### config.mk
export PLATFORM = sky130hd
export DESIGN_NAME = bank_stream_reader
export DESIGN_NICKNAME = d
export VERILOG_FILES = /design/src/rtl/bank_stream_pkg.sv /design/src/rtl/bank_stream_fifo.sv /design/src/rtl/bank_stream_reader.sv
export SDC_FILE = /design/constraint.sdc
export NUM_CORES = 1
export LEC_CHECK = 0
export BUFFER_PORTS_ARGS = -buffer_cell sky130_fd_sc_hd__buf_2
export CAP_MARGIN = 20
export CORE_MARGIN = 2
export CORE_UTILIZATION = 60
export CTS_BUF_LIST = sky130_fd_sc_hd__clkbuf_8
export DETAILED_ROUTE_END_ITERATION = 7
export GPL_ROUTABILITY_DRIVEN = 0
export PLACE_DENSITY = 0.86
export SKIP_CTS_REPAIR_TIMING = 1
export SLEW_MARGIN = 15
export SYNTH_ARGS = -nofsm -noshare
export SYNTH_HDL_FRONTEND = slang
export SYNTH_SLANG_ARGS = --single-unit
### constraint.sdc
create_clock -name clk -period 4.45 [get_ports clk]
set_input_delay 0.2225 -clock clk [delete_from_list [all_inputs] [get_ports clk]]
set_output_delay 0.2225 -clock clk [all_outputs]
set_load 0.02 [all_outputs]
### src/rtl/bank_stream_pkg.sv
// Shared definitions for the bank stream reader: CSR offsets, FSM states, status bits.
package bank_stream_pkg;

  localparam int CSR_W = 32;

  localparam logic [1:0] CSR_START_ADDR = 2'd0;
  localparam logic [1:0] CSR_LENGTH     = 2'd1;
  localparam logic [1:0] CSR_CTRL       = 2'd2;
  localparam logic [1:0] CSR_PERF       = 2'd3;

  localparam int CTRL_START_BIT = 0;
  localparam int STAT_BUSY_BIT  = 0;
  localparam int STAT_DONE_BIT  = 1;

  typedef enum logic [1:0] {
    ST_IDLE  = 2'd0,
    ST_FETCH = 2'd1,
    ST_DRAIN = 2'd2
  } state_t;

  function automatic logic [CSR_W-1:0] status_word(input logic busy, input logic done);
    logic [CSR_W-1:0] w;
    w = '0;
    w[STAT_BUSY_BIT] = busy;
    w[STAT_DONE_BIT] = done;
    return w;
  endfunction

endpackage

### src/rtl/bank_stream_fifo.sv
// Synchronous power-of-two FIFO with full/empty/count; storage is not reset.
module bank_stream_fifo #(
  parameter int DATA_W = 32,
  parameter int DEPTH  = 4,
  localparam int AW    = $clog2(DEPTH),
  localparam int CW    = $clog2(DEPTH + 1)
) (
  input  logic              clk,
  input  logic              rst,
  input  logic              i_push,
  input  logic [DATA_W-1:0] i_din,
  input  logic              i_pop,
  output logic [DATA_W-1:0] o_dout,
  output logic              o_full,
  output logic              o_empty,
  output logic [CW-1:0]     o_count
);

  logic [DATA_W-1:0] r_mem [DEPTH];
  logic [AW-1:0]     r_wr_ptr;
  logic [AW-1:0]     r_rd_ptr;
  logic [CW-1:0]     r_count;
  logic              w_do_push;
  logic              w_do_pop;

  assign o_full    = (r_count == CW'(DEPTH));
  assign o_empty   = (r_count == '0);
  assign o_count   = r_count;
  assign o_dout    = r_mem[r_rd_ptr];
  // A pop frees the slot in the same cycle, so push-at-full is accepted alongside it.
  assign w_do_pop  = i_pop & ~o_empty;
  assign w_do_push = i_push & (~o_full | w_do_pop);

  always_ff @(posedge clk or posedge rst) begin
    if (rst) begin
      r_wr_ptr <= '0;
      r_rd_ptr <= '0;
      r_count  <= '0;
    end else begin
      if (w_do_push) r_wr_ptr <= r_wr_ptr + 1'b1;
      if (w_do_pop)  r_rd_ptr <= r_rd_ptr + 1'b1;
      case ({w_do_push, w_do_pop})
        2'b10:   r_count <= r_count + 1'b1;
        2'b01:   r_count <= r_count - 1'b1;
        default: r_count <= r_count;
      endcase
    end
  end

  always_ff @(posedge clk) begin
    if (w_do_push) r_mem[r_wr_ptr] <= i_din;
  end

endmodule

### src/rtl/bank_stream_reader.sv
// Streams LENGTH words from a 1-cycle-latency memory bank onto a valid/ready port.
// Optional busy-cycle counter at CSR 3 when BANK_STREAM_PERF_EN is defined.
module bank_stream_reader
  import bank_stream_pkg::*;
#(
  parameter int FIFO_DEPTH = 4,
  parameter int BANK_AW    = 10
) (
  input  logic               clk,
  input  logic               reset,
  input  logic [1:0]         s_address,
  input  logic               s_read,
  input  logic               s_write,
  input  logic [31:0]        s_writedata,
  output logic [31:0]        s_readdata,
  output logic [BANK_AW-1:0] bank_address,
  output logic               bank_chipselect,
  output logic               bank_write,
  input  logic [31:0]        bank_readdata,
  output logic [31:0]        out_data,
  output logic               out_valid,
  input  logic               out_ready
);

  localparam int DATA_W = 32;
  localparam int CW     = $clog2(FIFO_DEPTH + 1);
  localparam logic [CW:0] DEPTH_C = (CW+1)'(FIFO_DEPTH);

  state_t             r_state;
  state_t             w_state_next;
  logic [BANK_AW-1:0] r_start_addr;
  logic [BANK_AW:0]   r_length;
  logic [BANK_AW-1:0] r_addr;
  logic [BANK_AW:0]   r_remain;
  logic               r_vld_p1;
  logic               r_done;
  logic               w_busy;
  logic               w_start;
  logic               w_cfg_wr;
  logic               w_issue;
  logic               w_room;
  logic               w_done_set;
  logic               w_pop;
  logic               w_fifo_full;
  logic               w_fifo_empty;
  logic [CW-1:0]      w_fifo_count;
  logic [CW:0]        w_occ;
  logic [31:0]        w_perf;
  logic               w_unused_csr;

  assign w_busy   = (r_state != ST_IDLE);
  assign w_cfg_wr = s_write & ~w_busy;
  assign w_start  = w_cfg_wr & (s_address == CSR_CTRL) & s_writedata[CTRL_START_BIT];
  assign w_pop    = out_valid & out_ready;
  // Words already queued plus the one in flight must fit, so a returning read always lands.
  assign w_occ    = {1'b0, w_fifo_count} + {{CW{1'b0}}, r_vld_p1};
  assign w_room   = (w_occ < DEPTH_C);
  assign w_unused_csr = &{1'b0, s_read, s_writedata[31:BANK_AW+1], w_fifo_full};

  always_ff @(posedge clk or posedge reset) begin
    if (reset) r_state <= ST_IDLE;
    else       r_state <= w_state_next;
  end

  always_comb begin
    w_state_next = r_state;
    w_issue      = 1'b0;
    w_done_set   = 1'b0;
    case (r_state)
      ST_IDLE: begin
        if (w_start && (r_length != '0)) w_state_next = ST_FETCH;
      end
      ST_FETCH: begin
        if (w_room) begin
          w_issue = 1'b1;
          if (r_remain == {{BANK_AW{1'b0}}, 1'b1}) w_state_next = ST_DRAIN;
        end
      end
      ST_DRAIN: begin
        // Leave as the last word is popped so done and the final beat line up.
        if (!r_vld_p1 && (w_fifo_empty || ((w_fifo_count == CW'(1)) && w_pop))) begin
          w_state_next = ST_IDLE;
          w_done_set   = 1'b1;
        end
      end
      default: w_state_next = ST_IDLE;
    endcase
  end

  always_ff @(posedge clk or posedge reset) begin
    if (reset) begin
      r_start_addr <= '0;
      r_length     <= '0;
      r_addr       <= '0;
      r_remain     <= '0;
      r_vld_p1     <= 1'b0;
      r_done       <= 1'b0;
    end else begin
      // Stage p0 -> p1: issued read returns on bank_readdata next cycle
      r_vld_p1 <= w_issue;
      if (w_cfg_wr && (s_address == CSR_START_ADDR)) r_start_addr <= s_writedata[BANK_AW-1:0];
      if (w_cfg_wr && (s_address == CSR_LENGTH))     r_length     <= s_writedata[BANK_AW:0];
      if (w_start) begin
        r_addr   <= r_start_addr;
        r_remain <= r_length;
        r_done   <= (r_length == '0);
      end else begin
        if (w_issue) begin
          r_addr   <= r_addr + 1'b1;
          r_remain <= r_remain - 1'b1;
        end
        if (w_done_set) r_done <= 1'b1;
      end
    end
  end

`ifdef BANK_STREAM_PERF_EN
  logic [31:0] r_perf;

  always_ff @(posedge clk or posedge reset) begin
    if (reset)       r_perf <= '0;
    else if (w_start) r_perf <= '0;
    else if (w_busy)  r_perf <= r_perf + 1'b1;
  end

  assign w_perf = r_perf;
`else
  assign w_perf = '0;
`endif

  always_comb begin
    s_readdata = '0;
    case (s_address)
      CSR_START_ADDR: s_readdata = {{(32-BANK_AW){1'b0}}, r_start_addr};
      CSR_LENGTH:     s_readdata = {{(31-BANK_AW){1'b0}}, r_length};
      CSR_CTRL:       s_readdata = status_word(w_busy, r_done);
      CSR_PERF:       s_readdata = w_perf;
      default:        s_readdata = '0;
    endcase
  end

  assign bank_chipselect = w_issue;
  assign bank_address    = r_addr;
  assign bank_write      = 1'b0;
  assign out_valid       = ~w_fifo_empty;

  // Stage p1 -> FIFO: capture the returned word
  bank_stream_fifo #(
    .DATA_W (DATA_W),
    .DEPTH  (FIFO_DEPTH)
  ) u_fifo (
    .clk     (clk),
    .rst     (reset),
    .i_push  (r_vld_p1),
    .i_din   (bank_readdata),
    .i_pop   (w_pop),
    .o_dout  (out_data),
    .o_full  (w_fifo_full),
    .o_empty (w_fifo_empty),
    .o_count (w_fifo_count)
  );

endmodule

# Yosys cells after proc, flatten, opt, wreduce, memory -nomap -nowiden
# Memory sizes are Yosys's and may differ from the RTL's.
# Index checks and enable logic that the tools add are counted.
word_totals:
  memories: 1
  output_inout_bits: 77
  ramBits: 128
  wordCells: 79
  input_bits: 71
  romBits: 0
  latch_bits: 0
  register_bits: 53
classes:
  n_lt_le_gt_ge: 1
  reduce_logical: 17
  n_shift: 0
  bitwise_logic: 10
  addsub: 7
  div_mod_pow: 0
  eq_ne: 14
  muxes: 19
  mul: 0
mem_list:
  columns: ["name", "words", "width", "read_ports", "rd_clocked_by_memory_dff", "wr", "line", "source"]
  rows:
  - ["u_fifo.r_mem", 4, 32, 1, 0, 1, "bank_stream_fifo.sv:19", "logic [DATA_W-1:0] r_mem [DEPTH];"]
ops:
  columns: ["operator", "count"]
  rows:
  - ["$pmux W32 S4", 1]
  - ["$mux W11", 2]
  - ["$mux W10", 2]
  - ["$eq A11 B1 Y1 const B", 1]
  - ["$logic_not A11 Y1", 1]
  - ["$reduce_bool A11 Y1", 1]
  - ["$sub A11 B1 Y11 const B", 1]
  - ["$add A10 B1 Y10 const B", 1]
  - ["$eq A2 B2 Y1 const B", 4]
  - ["$mux W1", 8]
  - ["$mux W2", 4]
  - ["$ne A2 B2 Y1 const B", 4]
  - ["$reduce_bool A2 Y1", 4]
  - ["$and A1 B1 Y1", 6]
  - ["$eq A2 B1 Y1 const B", 3]
  - ["$pmux W2 S3", 1]
  - ["$pmux W3 S2", 1]
  - ["$logic_and A1 B1 Y1", 5]
  - ["$add A2 B1 Y2 const B", 2]
  - ["$add A3 B1 Y4", 1]
  - ["$logic_not A2 Y1", 2]
  - ["$lt A4 B3 Y1 const B", 1]
  - ["$reduce_and A4 Y1", 1]
  - ["$add A3 B1 Y3 const B", 1]
  - ["other kinds (8)", 10]

# Logic depth before layout (Yosys ltp)
logic_depth:
  ltp_word: 10
  depth_mapped: 9
  depth_no_buf: 9

# Cells and area by module
# From an unflattened synthesis, not the netlist that was laid out.
hier_totals:
  cells_unflattened: 469
  area_unflattened_um2: 7688.6
modules_own_cells:
  columns: ["mod", "area_each_um2", "cells_each", "instances", "seq_area_each_um2"]
  rows:
  - ["bank_stream_fifo", 5126.2, 222, 1, 4018.9]
  - ["bank_stream_reader", 2562.5, 247, 1, 1151.1]

# Worst setup path before layout
# No wires, ideal clock.
synth_path:
  path_kind: "register to register"
  startpoint: "register u_fifo.r_count[0] (netlist: u_fifo.o_count[0])"
  endpoint: "memory u_fifo.r_mem[0][0], enable pin"
  slack_ns: 2.244
  synth_period_minus_slack_ns: 2.206
  required_ns: 4.058
  setup_ns: 0.392
  path_buffers: 0
  t_arrival_ns: 1.814
  path_stages_with_launch: 6
  cell_sequence: "dfrtp_1 -> inv_1 -> ha_1 -> nand2_1 -> o21a_1 -> and2_1"
synth_between:
  elab_chain_cells: 8
  word_cells_on_any_way: 10
  cone_classes: "eq/ne (1); mux (2); bitwise (6); reduce/logical (1)"
synth_lines:
  columns: ["item", "line", "source"]
  rows:
  - ["start, declared", "bank_stream_fifo.sv:22", "logic [CW-1:0] r_count;"]
  - ["start signal, assigned", "bank_stream_fifo.sv:43", "2'b10: r_count <= r_count + 1'b1;"]
  - ["start signal, assigned", "bank_stream_fifo.sv:44", "2'b01: r_count <= r_count - 1'b1;"]
  - ["start signal, assigned", "bank_stream_fifo.sv:45", "default: r_count <= r_count;"]
  - ["$logic_not A3 Y1", "bank_stream_fifo.sv:27", "assign o_empty = (r_count == '0);"]
  - ["$not A1 Y1", "bank_stream_fifo.sv:31, bank_stream_reader.sv:145", null]
  - ["$and A1 B1 Y1", "bank_stream_reader.sv:54", "assign w_pop = out_valid & out_ready;"]
  - ["$and A1 B1 Y1", "bank_stream_fifo.sv:31", "assign w_do_pop = i_pop & ~o_empty;"]
  - ["$or A1 B1 Y1 (*)", "bank_stream_fifo.sv:32", "assign w_do_push = i_push & (~o_full | w_do_pop);"]
  - ["$and A1 B1 Y1 (*)", "bank_stream_fifo.sv:32", null]
  - ["$mux W1 (*)", "bank_stream_fifo.sv:51", "if (w_do_push) r_mem[r_wr_ptr] <= i_din;"]
  - ["$mux W1 (implied by the code) (*)", "bank_stream_fifo.sv:51", null]
  - ["end, declared", "bank_stream_fifo.sv:19", null]
# Every way passes the cells marked *; elsewhere a longest branch is shown, timed or not.

# Worst setup path after layout
layout_path:
  startpoint: "register r_state[0]"
  endpoint: "output port bank_chipselect"
layout_between:
  elab_chain_cells: 2
layout_lines:
  columns: ["item", "line", "source"]
  rows:
  - ["start, declared", "bank_stream_reader.sv:29", "state_t r_state;"]
  - ["start signal, assigned", "bank_stream_reader.sv:62", "else r_state <= w_state_next;"]
  - ["$eq A2 B1 Y1", "bank_stream_reader.sv:69", "case (r_state)"]
  - ["$mux W1", "bank_stream_reader.sv:69", null]
  - ["end, declared", "bank_stream_reader.sv:17", "output logic bank_chipselect,"]
# Every way passes these cells.

==> results.py <==
metrics = {
    "timing": {
        "slew-limit-headroom": 0.390,
        "fin_skew_ns": 0.0119,
        "min_period_ns": 2.83,
        "fmax_mhz": 354,
        "drv_slew": 0,
        "tns_ns": 0,
        "final-setup-viol-count": 0,
        "rsz0062_at_grt": "no",
        "worst_slew_pin_slew_ns": 0.915,
        "hold_viol": 0,
        "finalCritPeriodShare": 0.635,
        "layout_setup_ws_ns": 1.62,
        "whs_ns": 0.0329,
    },
    "yosys": {
        "synth_edf_count": 128,
        "synth_area_per_cell_um2": 16.7,
        "synth.distinct_cells": 48,
        "synth_seq_cells": 181,
        "synthCells": 454,
        "netlist_area_um2": 7580,
        "yosys_warnings": 0,
        "ys_dominant_reg_cell": "edfxtp_1",
        "ys_seq_area_frac": 0.682,
        "synthArstFlopShare": 0.293,
    },
    "cts": {
        "insertion_delay_ns": 0.44,
        "cts_max_level": 4,
        "clk_pin_slew_ns": 0.09,
        "cts_tree": "done",
        "numCtsBuffers": 17,
        "cts_buffer_depth": 2,
        "cts.sinks": 181,
        "cts-root-buf": "clkbuf_8",
    },
    "placed_design": {
        "numPortBuffers": 103,
        "placed_cells": 714,
        "dp_slack_ns": 1.84,
        "post_dp_cell_area_um2": 8190,
        "dp_hpwl_um": 9900,
    },
    "final_layout": {
        "fillCellCount": 762,
        "area_delta_synth_final_pct": 17.9,
        "most-common-layout-cells": "edfxtp_1, buf_2, dfrtp_1",
        "layout_commonest_cell": "edfxtp_1",
        "instances_no_fill": 782,
        "finalInstanceArea_um2": 8930,
        "nets": 681,
        "diodes": 0,
        "drive_gt1_frac": 0.326,
    },
    "setup_path": {
        "r2r_slack_ns": 1.74,
        "arrival_ns": 2.60,
        "crit_path_end_kind": "output port",
        "reg2reg_depth": 5,
        "critPathLaunchType": "flip-flop",
        "path_max_fanout": 15,
        "worstPathRequired_ns": 4.23,
        "worstSetupPathType": "reg -> out",
    },
    "detailed_routing": {
        "top_layer": "met4",
        "route.vias.total": 4549,
        "vias_per_cell": 5.82,
        "wl_met2_um": 8450,
        "drt-met1-wl_um": 6080,
        "drt_iter0_drc": 291,
        "drc": 0,
        "ant_nets": 0,
        "wl_per_cell_um": 20.3,
        "wl_met3_um": 936,
        "routed_wl_um": 15900,
        "drt_first_pass_iters": 6,
    },
    "grt": {
        "grt_max_degree": 54,
        "track_usage": 0.231,
        "first_global_vias": 4389,
        "antenna_found_initial": 0,
        "globalRoute.totalOverflow": 0,
        "grt_pass1_wl_um": 23100,
    },
    "power": {
        "power.leakage_nw": 3.43,
        "power_density_nw_per_um2": 645,
        "ir_worst_vdd_uv": 421,
    },
    "job": {
        "max_cap_viol_count": 0,
    },
    "die": {
        "ios": 148,
        "die_w_um": 116,
        "placement_rows": 41,
        "fp.dieArea_um2": 13500,
        "core_area_um2": 12500,
        "die_h_um": 116,
        "initial_core_util": 0.608,
    },
    "worst_hold_path": {
        "holdPathStages": 2,
        "hp-class": "in -> reg",
    },
    "status": {
        "status": "complete, no violations",
    },
}
==> cell type report <==
| cell class | instances | area, um^2 | area share |
|---|---|---|---|
| inverters | 9 | 35.0 | 0.00392 |
| repair buffers | 143 | 908 | 0.102 |
| clock buffers | 17 | 234 | 0.0262 |
| clock inverters | 14 | 139 | 0.0156 |
| well taps | 172 | 215 | 0.0241 |
| multi-input cells | 246 | 2230 | 0.250 |
| flip-flops and latches | 181 | 5170 | 0.579 |
==> layer usage <==
layer  track usage  vias to the layer above
li1              -                     2008
met1         0.285                     2306
met2         0.391                      205
met3        0.0571                       30
met4         0.102                        0
met5             0                        -
==> kinds of logic after synthesis <==
family | share of synthesized area
flops | 0.682
compound gates | 0.0406
xor+xnor | 0.0127
buf+inv | 0.0353
other cells | 0.000495
mux | 0.144
fa+ha+maj | 0.0198
simple gates | 0.0651
==> sequential cells by signal, indices dropped and copies added (netlist names) <==
register,count
r_start_addr,10
u_fifo.r_wr_ptr,2
r_remain,11
u_fifo.o_count,3
r_done,1
u_fifo.r_rd_ptr,2
bank_address,10
r_length,11
r_vld_p1,1
r_state,2
u_fifo.r_mem,128
==> path summary, 6_finish.rpt <==
kind                                               from                             end
worst max-delay path             r_state[0]$_DFFE_PP0P_                 bank_chipselect
min in group asynchronous                         reset  u_fifo.r_rd_ptr[0]$_DFFE_PP0P_
worst min register to register  r_remain[4]$_DFFE_PP0P_         r_remain[4]$_DFFE_PP0P_
max in group asynchronous                         reset  u_fifo.r_rd_ptr[0]$_DFFE_PP0P_
worst min-delay path                     s_writedata[5]     r_start_addr[5]$_DFFE_PP0P_
worst max register to register   r_state[0]$_DFFE_PP0P_     bank_address[8]$_DFFE_PP0P_
==> per-stage QoR <==
| step | utilization | power (mW) |
|---|---|---|
| floorplan | - | 4.06 |
| global placement | 0.657 | 4.58 |
| detailed placement | 0.657 | 4.70 |
| CTS | 0.687 | 5.75 |
| global route | 0.716 | 6.06 |
| finish | 0.716 | 5.76 |
==> worst max-delay path: stages, from the launching register on <==
cell and delay [ns]:
dfrtp_1 0.45, nor2b_1 0.61, nand2_1 0.54, inv_2 0.34
buf_2 0.22
==> cell usage after synthesis, types with 2 or more instances <==
library cell / instances / area [um^2]
and2_1: 6 / 37.5
nor2_1: 19 / 71.3
dfrtp_1: 53 / 1330
nand2b_1: 2 / 12.5
a21oi_1: 2 / 10.0
inv_1: 8 / 30.0
nor4_1: 5 / 31.3
o211ai_1: 5 / 37.5
o21ai_0: 12 / 60.1
nand4b_1: 2 / 17.5
clkbuf_1: 12 / 45.0
ha_1: 12 / 150
buf_4: 22 / 165
mux4_2: 32 / 721
edfxtp_1: 128 / 3840
nand3_1: 12 / 60.1
nor2b_1: 2 / 12.5
xnor2_1: 6 / 52.6
nand4_1: 7 / 43.8
a221o_1: 9 / 90.1
nor3b_1: 3 / 22.5
xor2_1: 5 / 43.8
mux2_2: 22 / 248
mux2i_1: 12 / 120
nor3_1: 6 / 30.0
buf_2: 4 / 20.0
or3_1: 5 / 31.3
nand2_1: 21 / 78.8
==> power breakdown <==
group	leakage, nW	switching, mW	internal, mW
Sequential	1.81	0.364	2.29
Clock	0.189	0.557	0.491
Combinational	1.44	1.19	0.872
Total	3.43	2.11	3.65
Note: power is estimated with default switching activity, not from simulation.
